==> config.mk <==
export PLATFORM = sky130hd
export DESIGN_NAME = mko_lbus_seq
export DESIGN_NICKNAME = d
export VERILOG_FILES = /design/src/rtl/mko_lbus_seq.sv
export SDC_FILE = /design/constraint.sdc
export NUM_CORES = 1
export LEC_CHECK = 0
export CAP_MARGIN = 0
export CORE_MARGIN = 4
export CORE_UTILIZATION = 41
export DETAILED_ROUTE_END_ITERATION = 8
export PLACE_DENSITY = 0.85
export SYNTH_ARGS = -nofsm -noshare
export SYNTH_HDL_FRONTEND = slang
export SYNTH_SLANG_ARGS = --single-unit
export TNS_END_PERCENT = 100
==> constraint.sdc <==
create_clock -name CLK_32 -period 1.6 [get_ports CLK_32]
set_input_delay 0.32 -clock CLK_32 [delete_from_list [all_inputs] [get_ports CLK_32]]
set_output_delay 0.32 -clock CLK_32 [all_outputs]
set_load 0.03 [all_outputs]
==> src/rtl/mko_lbus_seq.sv <==
`timescale 1ns/1ps
// Local-bus access sequencer: turns Wishbone-classic single accesses into the
// ack_access_str / ack_access_reg_3 handshake consumed by the MKO register block.
module mko_lbus_seq #(
    parameter int         WB_DATA_WIDTH = 16,
    parameter int         WB_ADDR_WIDTH = 16,
    parameter logic [2:0] MKO_INT_REG   = 3'b101,
    parameter int         MIN_ACC_CYC   = 8,
    parameter int         TIMEOUT_CYC   = 255,
    parameter int         RECOV_CYC     = 4
) (
    input  logic                     CLK_32,
    input  logic                     RESET,
    input  logic                     wb_cyc_i,
    input  logic                     wb_stb_i,
    input  logic                     wb_we_i,
    input  logic [WB_ADDR_WIDTH-1:0] wb_adr_i,
    input  logic [WB_DATA_WIDTH-1:0] wb_dat_i,
    output logic [WB_DATA_WIDTH-1:0] wb_dat_o,
    output logic                     wb_ack_o,
    output logic                     wb_err_o,
    output logic [WB_ADDR_WIDTH-1:0] Adr_slave_i_lbus_reg,
    output logic                     We_slave_i_lbus_reg,
    output logic [WB_DATA_WIDTH-1:0] Dat_slave_io_lbus,
    output logic                     ack_access_str,
    output logic                     ack_access_reg_3,
    input  logic                     ack_set_reg,
    input  logic [WB_DATA_WIDTH-1:0] Dat_slave_o_lbus,
    input  logic [4:0]               MKO_READYD_N,
    output logic                     busy_o
);

    typedef enum logic [2:0] {
        S_IDLE,
        S_STR,
        S_ACC,
        S_DONE,
        S_RECOV
    } state_t;

    state_t state, state_nx;

    logic [7:0]               cnt;
    logic [7:0]               rcnt;
    logic                     abort_q;
    logic                     ack_q;
    logic                     err_q;
    logic [WB_DATA_WIDTH-1:0] rdat_q;
    logic [4:0]               rdy_meta;
    logic [4:0]               rdy_sync;
    logic [7:0]               rdy_ext;

    logic       req;
    logic       req_unmapped;
    logic [2:0] sel;
    logic       is_int;
    logic       chip_rdy;
    logic       acc_done;
    logic       acc_tmo;

    assign req          = wb_cyc_i & wb_stb_i;
    assign req_unmapped = (wb_adr_i[WB_ADDR_WIDTH-1 -: 2] == 2'b11);
    assign sel          = Adr_slave_i_lbus_reg[WB_ADDR_WIDTH-1 -: 3];
    assign is_int       = (sel == MKO_INT_REG);

    // Codes 5..7 never reach the chip path; pad so the select stays in range.
    assign rdy_ext  = {3'b111, rdy_sync};
    assign chip_rdy = ~rdy_ext[sel];

    assign acc_done = is_int ? ack_set_reg
                             : ((cnt >= 8'(MIN_ACC_CYC - 1)) && chip_rdy);
    assign acc_tmo  = (cnt == 8'(TIMEOUT_CYC));

    always_comb begin
        state_nx = state;
        case (state)
            S_IDLE:  if (req) state_nx = req_unmapped ? S_RECOV : S_STR;
            S_STR:   state_nx = S_ACC;
            S_ACC:   if (acc_done || acc_tmo) state_nx = S_DONE;
            S_DONE:  state_nx = S_RECOV;
            S_RECOV: if (rcnt == 8'(RECOV_CYC - 1)) state_nx = S_IDLE;
            default: state_nx = S_IDLE;
        endcase
    end

    always_ff @(posedge CLK_32) begin
        if (RESET) begin
            state                <= S_IDLE;
            cnt                  <= '0;
            rcnt                 <= '0;
            abort_q              <= 1'b0;
            ack_q                <= 1'b0;
            err_q                <= 1'b0;
            rdat_q               <= '0;
            rdy_meta             <= '1;
            rdy_sync             <= '1;
            Adr_slave_i_lbus_reg <= '0;
            We_slave_i_lbus_reg  <= 1'b0;
            Dat_slave_io_lbus    <= '0;
        end else begin
            state    <= state_nx;
            rdy_meta <= MKO_READYD_N;
            rdy_sync <= rdy_meta;
            ack_q    <= 1'b0;
            err_q    <= 1'b0;
            case (state)
                S_IDLE: begin
                    if (req) begin
                        Adr_slave_i_lbus_reg <= wb_adr_i;
                        We_slave_i_lbus_reg  <= wb_we_i;
                        Dat_slave_io_lbus    <= wb_dat_i;
                        abort_q              <= 1'b0;
                        rcnt                 <= '0;
                        err_q                <= req_unmapped;
                    end
                end
                S_STR: begin
                    cnt <= '0;
                    if (!wb_cyc_i) abort_q <= 1'b1;
                end
                S_ACC: begin
                    if (cnt != 8'hFF) cnt <= cnt + 8'd1;
                    if (!wb_cyc_i) abort_q <= 1'b1;
                    // A master that walked away still lets the chip cycle finish,
                    // but gets no response for it.
                    if (acc_done) begin
                        rdat_q <= We_slave_i_lbus_reg ? '0 : Dat_slave_o_lbus;
                        ack_q  <= ~(abort_q | ~wb_cyc_i);
                    end else if (acc_tmo) begin
                        err_q  <= ~(abort_q | ~wb_cyc_i);
                    end
                end
                S_DONE: begin
                    rcnt   <= '0;
                    rdat_q <= '0;
                end
                S_RECOV: rcnt <= rcnt + 8'd1;
                default: ;
            endcase
        end
    end

    assign wb_ack_o         = ack_q & wb_cyc_i;
    assign wb_err_o         = err_q & wb_cyc_i;
    assign wb_dat_o         = rdat_q;
    assign ack_access_str   = (state == S_STR);
    assign ack_access_reg_3 = (state == S_STR) || (state == S_ACC) || (state == S_DONE);
    assign busy_o           = (state != S_IDLE);

endmodule

; After elaboration in Yosys (flattened, before gate mapping)
; Index checks and enable logic that the tools add are counted.
[totals]
mem_count = 0
in_bits = 59
mem_bits_ro = 0
ram_bits = 0
latchBits = 0
word_cells = 80
output_inout_bits = 54
regBits = 81
[op_classes]
mul = 0
n_shift = 0
add_sub_neg = 2
n_bitwise = 9
muxes = 22
magnitude_cmp = 2
n_reduce_logical = 18
eq_ne = 15
n_div = 0
[op_table]
columns = operator, count
row1 = 2-to-1 mux 16 bit, 2
row2 = one-hot mux 16 bit (2 select lines), 1
row3 = one-hot mux 8 bit (3 select lines), 1
row4 = "adder 8 x 1 -> 8 bit, second input constant", 2
row5 = 2-to-1 mux 8 bit, 2
row6 = one-hot mux 8 bit (2 select lines), 1
row7 = one-hot mux 3 bit (5 select lines), 1
row8 = 2-to-1 mux 3 bit, 4
row9 = "!= test 2 bit, second input constant", 6
row10 = "== test 8 x 2 -> 1 bit, second input constant", 1
row11 = "== test 8 bit, second input constant", 1
row12 = "greater-or-equal comparator 8 x 3 -> 1 bit, second input constant", 1
row13 = "!= test 8 bit, second input constant", 1
row14 = AND reduction 2 bit, 4
row15 = 2-to-1 mux 1 bit, 7
row16 = "== test 3 x 2 -> 1 bit, second input constant", 2
row17 = "== test 3 bit, second input constant", 2
row18 = AND reduction 3 bit, 2
row19 = nonzero test 2 bit, 3
row20 = nonzero test 3 bit, 2
row21 = NOT 1 bit, 5
row22 = "< comparator 3 x 4 -> 1 bit, second input constant", 1
row23 = one-hot mux 1 bit (2 select lines), 2
row24 = bitwise AND 1 bit, 3
row25 = other kinds (9), 11

; Logic depth before layout (Yosys ltp)
; Gate-level depths: netlist (run 1).
[logic_depth]
depth_word = 8
ltp_mapped = 8
depth_no_buf = 6

; Least setup slack after synthesis (run 1)
; No wires, ideal clock.
[synth_timing]
path_type = register -> register
startpoint = register state[0]
endpoint = register Adr_slave_i_lbus_reg[15]
setup_slack_ns = -0.185
arrival_time_ns = 1.653
setup_time_ns = 0.132
path_buffers = 3
stages_incl_launch_ff = 8
cell_sequence = dfxtp_1 > buf_6 > or3_1 > or2_1 > buf_2 > buf_2 > nand2_1 > a21oi_1
[synth_between]
elab_chain_len = 2
[synth_rtl]
columns = item, line
row1 = start: declaration, 41  ; state_t state, state_nx;
row2 = start signal: assignment, 101  ; state <= state_nx;
row3 = zero test 3 bit, 106  ; case (state)
row4 = AND reduction 2 bit (no source line), n/a
row5 = end signal: assignment, 109  ; Adr_slave_i_lbus_reg <= wb_adr_i;
row6 = end: declaration, 22  ; output logic [WB_ADDR_WIDTH-1:0] Adr_slave_i_lbus_reg,
; Every way passes these cells.
; A chain may end at the register's enable or synchronous reset.

; Worst setup path after layout (run 1)
[layout_timing]
startpoint = register Adr_slave_i_lbus_reg[14]
endpoint = register rdat_q[12] (netlist: wb_dat_o[12])
[layout_between]
elab_chain_len = 7
elab_cells_between_ends = 8
cone_classes = 2 x eq/ne / 3 x mux / 1 x bitwise / 2 x reduce/logical
[layout_rtl]
columns = item, line
row1 = binary-select mux 1 bit (select 3 bit), 68  ; assign chip_rdy = ~rdy_ext[sel];
row2 = 2-to-1 mux 1 bit (implied by the code), 68
row3 = NOT 1 bit, 68
row4 = logical AND 1 bit, 71  ; : ((cnt >= 8'(MIN_ACC_CYC - 1)) && chip_rdy);
row5 = 2-to-1 mux 1 bit *, 70  ; assign acc_done = is_int ? ack_set_reg
row6 = != test 2 bit (no source line) *, n/a
row7 = AND reduction 2 bit (no source line) *, n/a
row8 = end signal: assignment, 127  ; rdat_q <= We_slave_i_lbus_reg ? '0 : Dat_slave_o_lbus;
row9 = end: declaration, 48  ; logic [WB_DATA_WIDTH-1:0] rdat_q;
; Every way passes the cells marked *; elsewhere a longest branch is shown, timed or not. The select of a mux whose other input is x is not followed.

==> results of run 1 <==
## worst min path at each step
stage | end | slack [ns] | cells after the start
2_1_floorplan | rdy_sync[0] | 0.39 | 1
3_3_place_gp | rdy_sync[1] | 0.40 | 1
3_5_place_dp | rdy_sync[1] | 0.39 | 1
4_1_cts | cnt[1] | 0.27 | 2
5_1_grt | cnt[1] | 0.30 | 2
6_report | cnt[1] | 0.29 | 2
## worst register-to-register path, stage by stage (launching register included)
cell and delay (ns):
dfxtp_4 0.39, or3b_4 0.40, o311ai_4 0.09, and3_4 0.29, buf_12 0.12, nand4b_1 0.10, a21oi_1 0.18
## routing by layer
| metal | vias up | routed length [um] |
|---|---|---|
| li1 | 1604 | - |
| met1 | 1507 | 3920 |
| met2 | 108 | 4820 |
| met3 | 17 | 632 |
| met4 | 0 | 246 |
| met5 | - | 0 |
## synth_stat cells, types with 2 or more instances
library cell / instances
and2_1: 2
o211ai_1: 2
a21oi_1: 57
nor3b_2: 2
o21ai_1: 2
nor2_1: 26
nor2b_1: 2
nand2_1: 75
xor2_1: 6
buf_6: 4
nand4b_1: 16
nor3_1: 5
buf_2: 9
clkbuf_1: 11
dfxtp_1: 81
and3_1: 5
o21ai_0: 21
or3_1: 2
ha_1: 2
nand3_1: 9
or2_2: 11
or3b_1: 2
nand2b_1: 2
nand4_1: 2
xnor2_1: 3
## final cells by class
cell class                 instances  area (um2)  share of cell area
tap                              102         128              0.0254
clock buffer                      10         149              0.0296
timing repair buffer             144        1410               0.280
clock inverter                     6        53.8              0.0107
multi-input combinational        277        1650               0.328
sequential                        81        1640               0.326
## cells in the final DEF, fill, tap and decap left out, types with 2 or more instances in the layout
cell,synthesis,routed
nand2_1,75,75
dfxtp_1,81,74
a21oi_1,57,56
clkdlybuf4s50_1,0,56
dlygate4sd2_1,0,49
nor2_1,26,24
buf_4,0,24
o21ai_1,2,17
nand4b_1,16,16
or2_2,11,11
clkbuf_8,0,9
nand3_1,9,7
buf_12,1,7
xor2_1,6,6
o21ai_0,21,6
buf_6,4,6
nor3_1,5,5
dfxtp_4,0,4
and3_1,5,4
xnor2_1,3,3
inv_6,0,3
dfxtp_2,0,3
nor3b_4,0,2
and2_1,2,2
nor2_4,0,2
or3b_4,0,2
o211ai_1,2,2
nand2b_1,2,2
nand4_1,2,2
or4b_4,1,2
nand3_2,0,2
nor2b_1,2,2
clkbuf_16,0,2
## repair_timing
action                     4_1_cts  5_1_grt
pin swaps                        6       20
resized for setup               69       22
setup buffers                    3        4
cloned                           1        1
setup endpoints to repair       70       23
## per-stage QoR
stage | hold slack, ns | std cells | utilization
final | 0.294 | 620 | 0.644
after global routing | 0.302 | 620 | 0.644
after CTS | 0.271 | 616 | 0.632
after detailed placement | 0.394 | 596 | 0.601
after global placement | 0.397 | 596 | 0.601
after floorplan | 0.389 | 384 | -
## power breakdown
| group | internal, mW | total, mW | switching (mW) |
|---|---|---|---|
| logic | 0.387 | 0.802 | 0.416 |
| clock network | 0.688 | 1.49 | 0.804 |
| registers | 2.08 | 2.12 | 0.0415 |
| total | 3.16 | 4.42 | 1.26 |
## cell families after synthesis
logic type | Yosys count | share of synthesized area
flip-flops | 81 | 0.488
XOR/XNOR | 9 | 0.0237
multiplexers | 1 | 0.00301
AND/OR/NAND/NOR | 170 | 0.263
buffers and inverters | 26 | 0.0470
adder cells (fa/ha/maj) | 2 | 0.00753
AO/OA/AOI/OAI | 95 | 0.167
==> flow_metrics.tcl, run 1 <==
set metrics [dict create \
    synth_area_leaders "dfxtp_1 (49%), a21oi_1 (8.6%), nand2_1 (8.5%)" \
    syn-mean-instance-area_um2 8.66 \
    met3_usage 0.0557 \
    drive_gt1_frac 0.185 \
    cts_root_buf "clkbuf_8" \
    clkLatencyLatePin_ns 0.36 \
    drtPass1Iterations 5 \
    synth_top_area_cell "dfxtp_1" \
    slew_violations 0 \
    grtUsageMet1 0.218 \
    synth_top_area_share 0.488 \
    coreArea_um2 7810 \
    stdcell_area_um2 5030 \
    synthToLayoutAreaGrowth_pct 51.2 \
    critPathKind "flop to flop" \
    via_per_inst 5.22 \
    fin_skew_ns 0.0104 \
    r2r_slack_ns -0.06 \
    vias 3236 \
    crit_path_end "wb_dat_o[12]" \
    diodes 0 \
    totalWireLength_um 9620 \
    synthArstFlopShare 0 \
    start_util 0.426 \
    max_freq_ghz 0.602 \
    cts_tree "yes" \
    ys_warn_count 0 \
    worst_slew_pin_slew_ns 0.382 \
    maxSlewHeadroom 0.747 \
    yosysSeqAreaShare 0.488 \
    finalPower_mw 4.42 \
    drcViolationCount 0 \
    fp.dieArea_um2 9610 \
    syn-cell-area_um2 3320 \
    grt_max_degree 49 \
    leakagePower_nw 2.03 \
    ioPinCount 113 \
    cp.arrival_ns 1.93 \
    synth_edf_count 0 \
    antenna_found_initial 0 \
    irDropWorstVdd_mv 0.594 \
    critPathTopFamily "simple AND/OR/NAND/NOR gates" \
    cp_cell_sequence "or3b_4 -> o311ai_4 -> and3_4 -> buf_12 -> nand4b_1 -> a21oi_1" \
    max_cap_viol_count 0 \
    cts_max_path_buffers 2 \
    htreeDepth 3 \
    cts-buffers-inserted 9 \
    regToRegEndpoint "wb_dat_o[12]" \
    rsz0062_at_grt "true" \
    worstPathRequired_ns 1.87 \
    synth_top_flop_cell "dfxtp_1" \
    critPathLaunch "Adr_slave_i_lbus_reg[14]" \
    hp-start "RESET" \
    fin_crit_sh 1.04 \
    start_kind "flop" \
    first_global_vias 3143 \
    synth-seq-cells 81 \
    final_nets 574 \
    synth_nets 445 \
    synthCells 384 \
    cp_num_buf_inv 1 \
    wl_per_cell_um 15.5 \
    numPortBuffers 112 \
    cpPeakStageDelay_ns 0.40 \
    endpoint_kind "flop" \
    status "finished, violations left" \
    cpMaxStageDelayCell "or3b_4" \
    tns_ns -0.292 \
    grt.total_usage 0.192 \
    cts.clk_slew.worst_paths_ns 0.09 \
    grt_pass1_wl_um 15000 \
    grt-ovfl-total 0 \
    fillers 640 \
    detail-route-antenna-nets 0 \
    violations "setup timing" \
    row_count 32 \
    critPathMaxFanout 8 \
    final_hold_viol_count 0 \
    die_w_um 98.0 \
    postPlaceCellArea_um2 4690 \
    reg2regPathDepth 6 \
    met2_usage 0.331 \
    cts_hold_buffers 0 \
    gp_congestion 0.842 \
    min_path_type "input pin to flop" \
    cts_sinks 81 \
    yosys.cell_types.count 50 \
    crit_cells 6 \
    p_per_area_nw_per_um2 879 \
    dp_slack_ns -0.416 \
    drt_first_iter_violations 123 \
    busiest_layer "met2" \
    finalWorstSetupSlack_ns -0.0603 \
    setup-violations-final 12 \
    r2r-start "Adr_slave_i_lbus_reg[14]" \
    die-height_um 98.0 \
    post-dp-hpwl_um 6660 \
    post-route-min-period_ns 1.66 \
]
(Power assumes the default switching activity.)
==> run 2, diff against run 1 <==
--- a/config.mk
+++ b/config.mk
@@ -7,9 +7,10 @@
 export LEC_CHECK = 0
 export CAP_MARGIN = 0
 export CORE_MARGIN = 4
-export CORE_UTILIZATION = 41
+export CORE_UTILIZATION = 55
 export DETAILED_ROUTE_END_ITERATION = 8
-export PLACE_DENSITY = 0.85
+export DONT_BUFFER_PORTS = 1
+export PLACE_DENSITY = 0.82
 export SYNTH_ARGS = -nofsm -noshare
 export SYNTH_HDL_FRONTEND = slang
 export SYNTH_SLANG_ARGS = --single-unit
==> flow_metrics.tcl, run 2 (synthesis gave the netlist of run 1 again) <==
set metrics [dict create \
    status "finished, violations left" \
    violations "setup timing" \
    r2r-start "Adr_slave_i_lbus_reg[15]" \
    cts-buffers-inserted 9 \
    cts_sinks 81 \
    regArea_um2 1640 \
    stdcell_area_um2 3910 \
    leakagePower_nw 1.39 \
    drtPass1Iterations 4 \
    synthToLayoutAreaGrowth_pct 17.5 \
    final_hold_viol_count 0 \
    coreArea_um2 5890 \
    cp.arrival_ns 1.89 \
    totalWireLength_um 7570 \
    numPortBuffers 0 \
    gp_congestion 0.839 \
    start_util 0.565 \
    worst_slew_pin_slew_ns 0.357 \
    cts_tree "yes" \
    grt_max_degree 57 \
    cp_num_buf_inv 1 \
    max_cap_viol_count 0 \
    cpMaxStageDelayCell "or3b_4" \
    final_cell_mix "nand2_1 (75), dfxtp_1 (73), a21oi_1 (57), nor2_1 (25), buf_4 (25)" \
    post-dp-hpwl_um 5250 \
    maxSlewHeadroom 0.761 \
    grt.total_usage 0.197 \
    hp-start "RESET" \
    ioPinCount 113 \
    cpPeakStageDelay_ns 0.39 \
    detail-route-antenna-nets 0 \
    drive_gt1_frac 0.214 \
    fin_crit_sh 1.01 \
    rsz0062_at_grt "true" \
    min_path_type "input pin to flop" \
    clkLatencyLatePin_ns 0.34 \
    finalWorstSetupSlack_ns -0.0154 \
    hold_slack_ns 0.0438 \
    drcViolationCount 0 \
    worstPathRequired_ns 1.87 \
    slew_violations 0 \
    critPathMaxFanout 8 \
    max_freq_ghz 0.619 \
    endpoint_kind "flop" \
    cts_hold_buffers 0 \
    post-route-min-period_ns 1.62 \
    vias 2754 \
    layout_commonest_cell "nand2_1" \
    setup-violations-final 2 \
    via_per_inst 5.71 \
    dp_cells 459 \
    final_nets 463 \
    grt-ovfl-total 0 \
    critPathTopFamily "simple AND/OR/NAND/NOR gates" \
    die-height_um 85.7 \
    final_cells 482 \
    first_global_vias 2622 \
    grt_pass1_wl_um 11900 \
    critPathKind "flop to flop" \
    start_kind "flop" \
    row_count 28 \
    critPathLaunch "Adr_slave_i_lbus_reg[15]" \
    fin_skew_ns 0.00820 \
    cts_max_path_buffers 2 \
    cts_root_buf "clkbuf_8" \
    wl_per_cell_um 15.7 \
    diodes 0 \
    htreeDepth 3 \
    multiInputGateArea_um2 1630 \
    cts.clk_slew.worst_paths_ns 0.08 \
    p_per_area_nw_per_um2 1070 \
    fillers 490 \
    antenna_found_initial 0 \
    fp.dieArea_um2 7350 \
    die_w_um 85.7 \
    cp_cell_sequence "or3b_4 -> o311ai_4 -> and3_4 -> clkbuf_16 -> nand4b_1 -> a21oi_1" \
    drt_first_iter_violations 153 \
    finalPower_mw 4.20 \
    postPlaceCellArea_um2 3560 \
    irDropWorstVdd_mv 0.707 \
]
==> run 2: cell types whose count changed in the layout (fill, tap and decap cells not counted), moves of 2 or more <==
cell and delta:
clkdlybuf4s50_1 -56, inv_6 -2, buf_6 -4, dfxtp_2 +2, clkbuf_8 +2, buf_12 -2
o21ai_0 +5, o21ai_1 -5, dlygate4sd2_1 -49
==> run 2: path summary, 6_finish.rpt <==
path / to / slack (ns) / depth (start not counted)
setup / recovery: wb_dat_o[8] / -0.02 / 6
hold / removal: rcnt[1] / 0.04 / 1
setup reg to reg: wb_dat_o[8] / -0.02 / 6
hold reg to reg: rdy_sync[0] / 0.42 / 1
==> run 2: power by group <==
group          total (mW)  internal [mW]  switching [mW]
Sequential           2.21           2.08           0.127
Combinational       0.440          0.195           0.244
Clock                1.55          0.815           0.733
Total                4.20           3.09            1.10
==> run 2: cell type report <==
cell class,count,area share
sequential,81,0.419
multi-input combinational,277,0.416
timing repair buffer,33,0.0858
clock buffer,11,0.0387
tap,75,0.0240
clock inverter,5,0.0157
==> run 2: metal layers <==
layer,vias to the layer above,part of all wire,GRT usage
met4,0,0.017,0.0763
met1,1272,0.40,0.248
met5,-,0,0
met3,10,0.092,0.0528
met2,102,0.49,0.324
li1,1370,-,-
==> run 2: metrics by stage <==
step | utilization | setup TNS (ns) | worst slack, ns
5_1_grt | 0.664 | -0.838 | -0.0931
3_3_place_gp | 0.604 | 0 | 0.0623
6_report | 0.664 | -0.0170 | -0.0154
3_5_place_dp | 0.604 | 0 | 0.00449
2_1_floorplan | - | -0.304 | -0.0304
4_1_cts | 0.645 | 0 | 0.00264
==> run 2: timing repair <==
| action | 4_1_cts | 5_1_grt |
|---|---|---|
| endpoints found under the setup margin | 9 | 27 |
| gates resized for setup | 4 | 22 |
| pin swaps | 0 | 14 |
| gates cloned | 0 | 1 |
| buffers inserted | 1 | 5 |
==> run 3, diff against run 2 <==
--- a/config.mk
+++ b/config.mk
@@ -8,6 +8,7 @@
 export CAP_MARGIN = 0
 export CORE_MARGIN = 4
 export CORE_UTILIZATION = 55
+export CTS_CLUSTER_SIZE = 30
 export DETAILED_ROUTE_END_ITERATION = 8
 export DONT_BUFFER_PORTS = 1
 export PLACE_DENSITY = 0.82
==> results of run 3 <==
The final DEF is identical to that of run 2; final timing and power are the same.
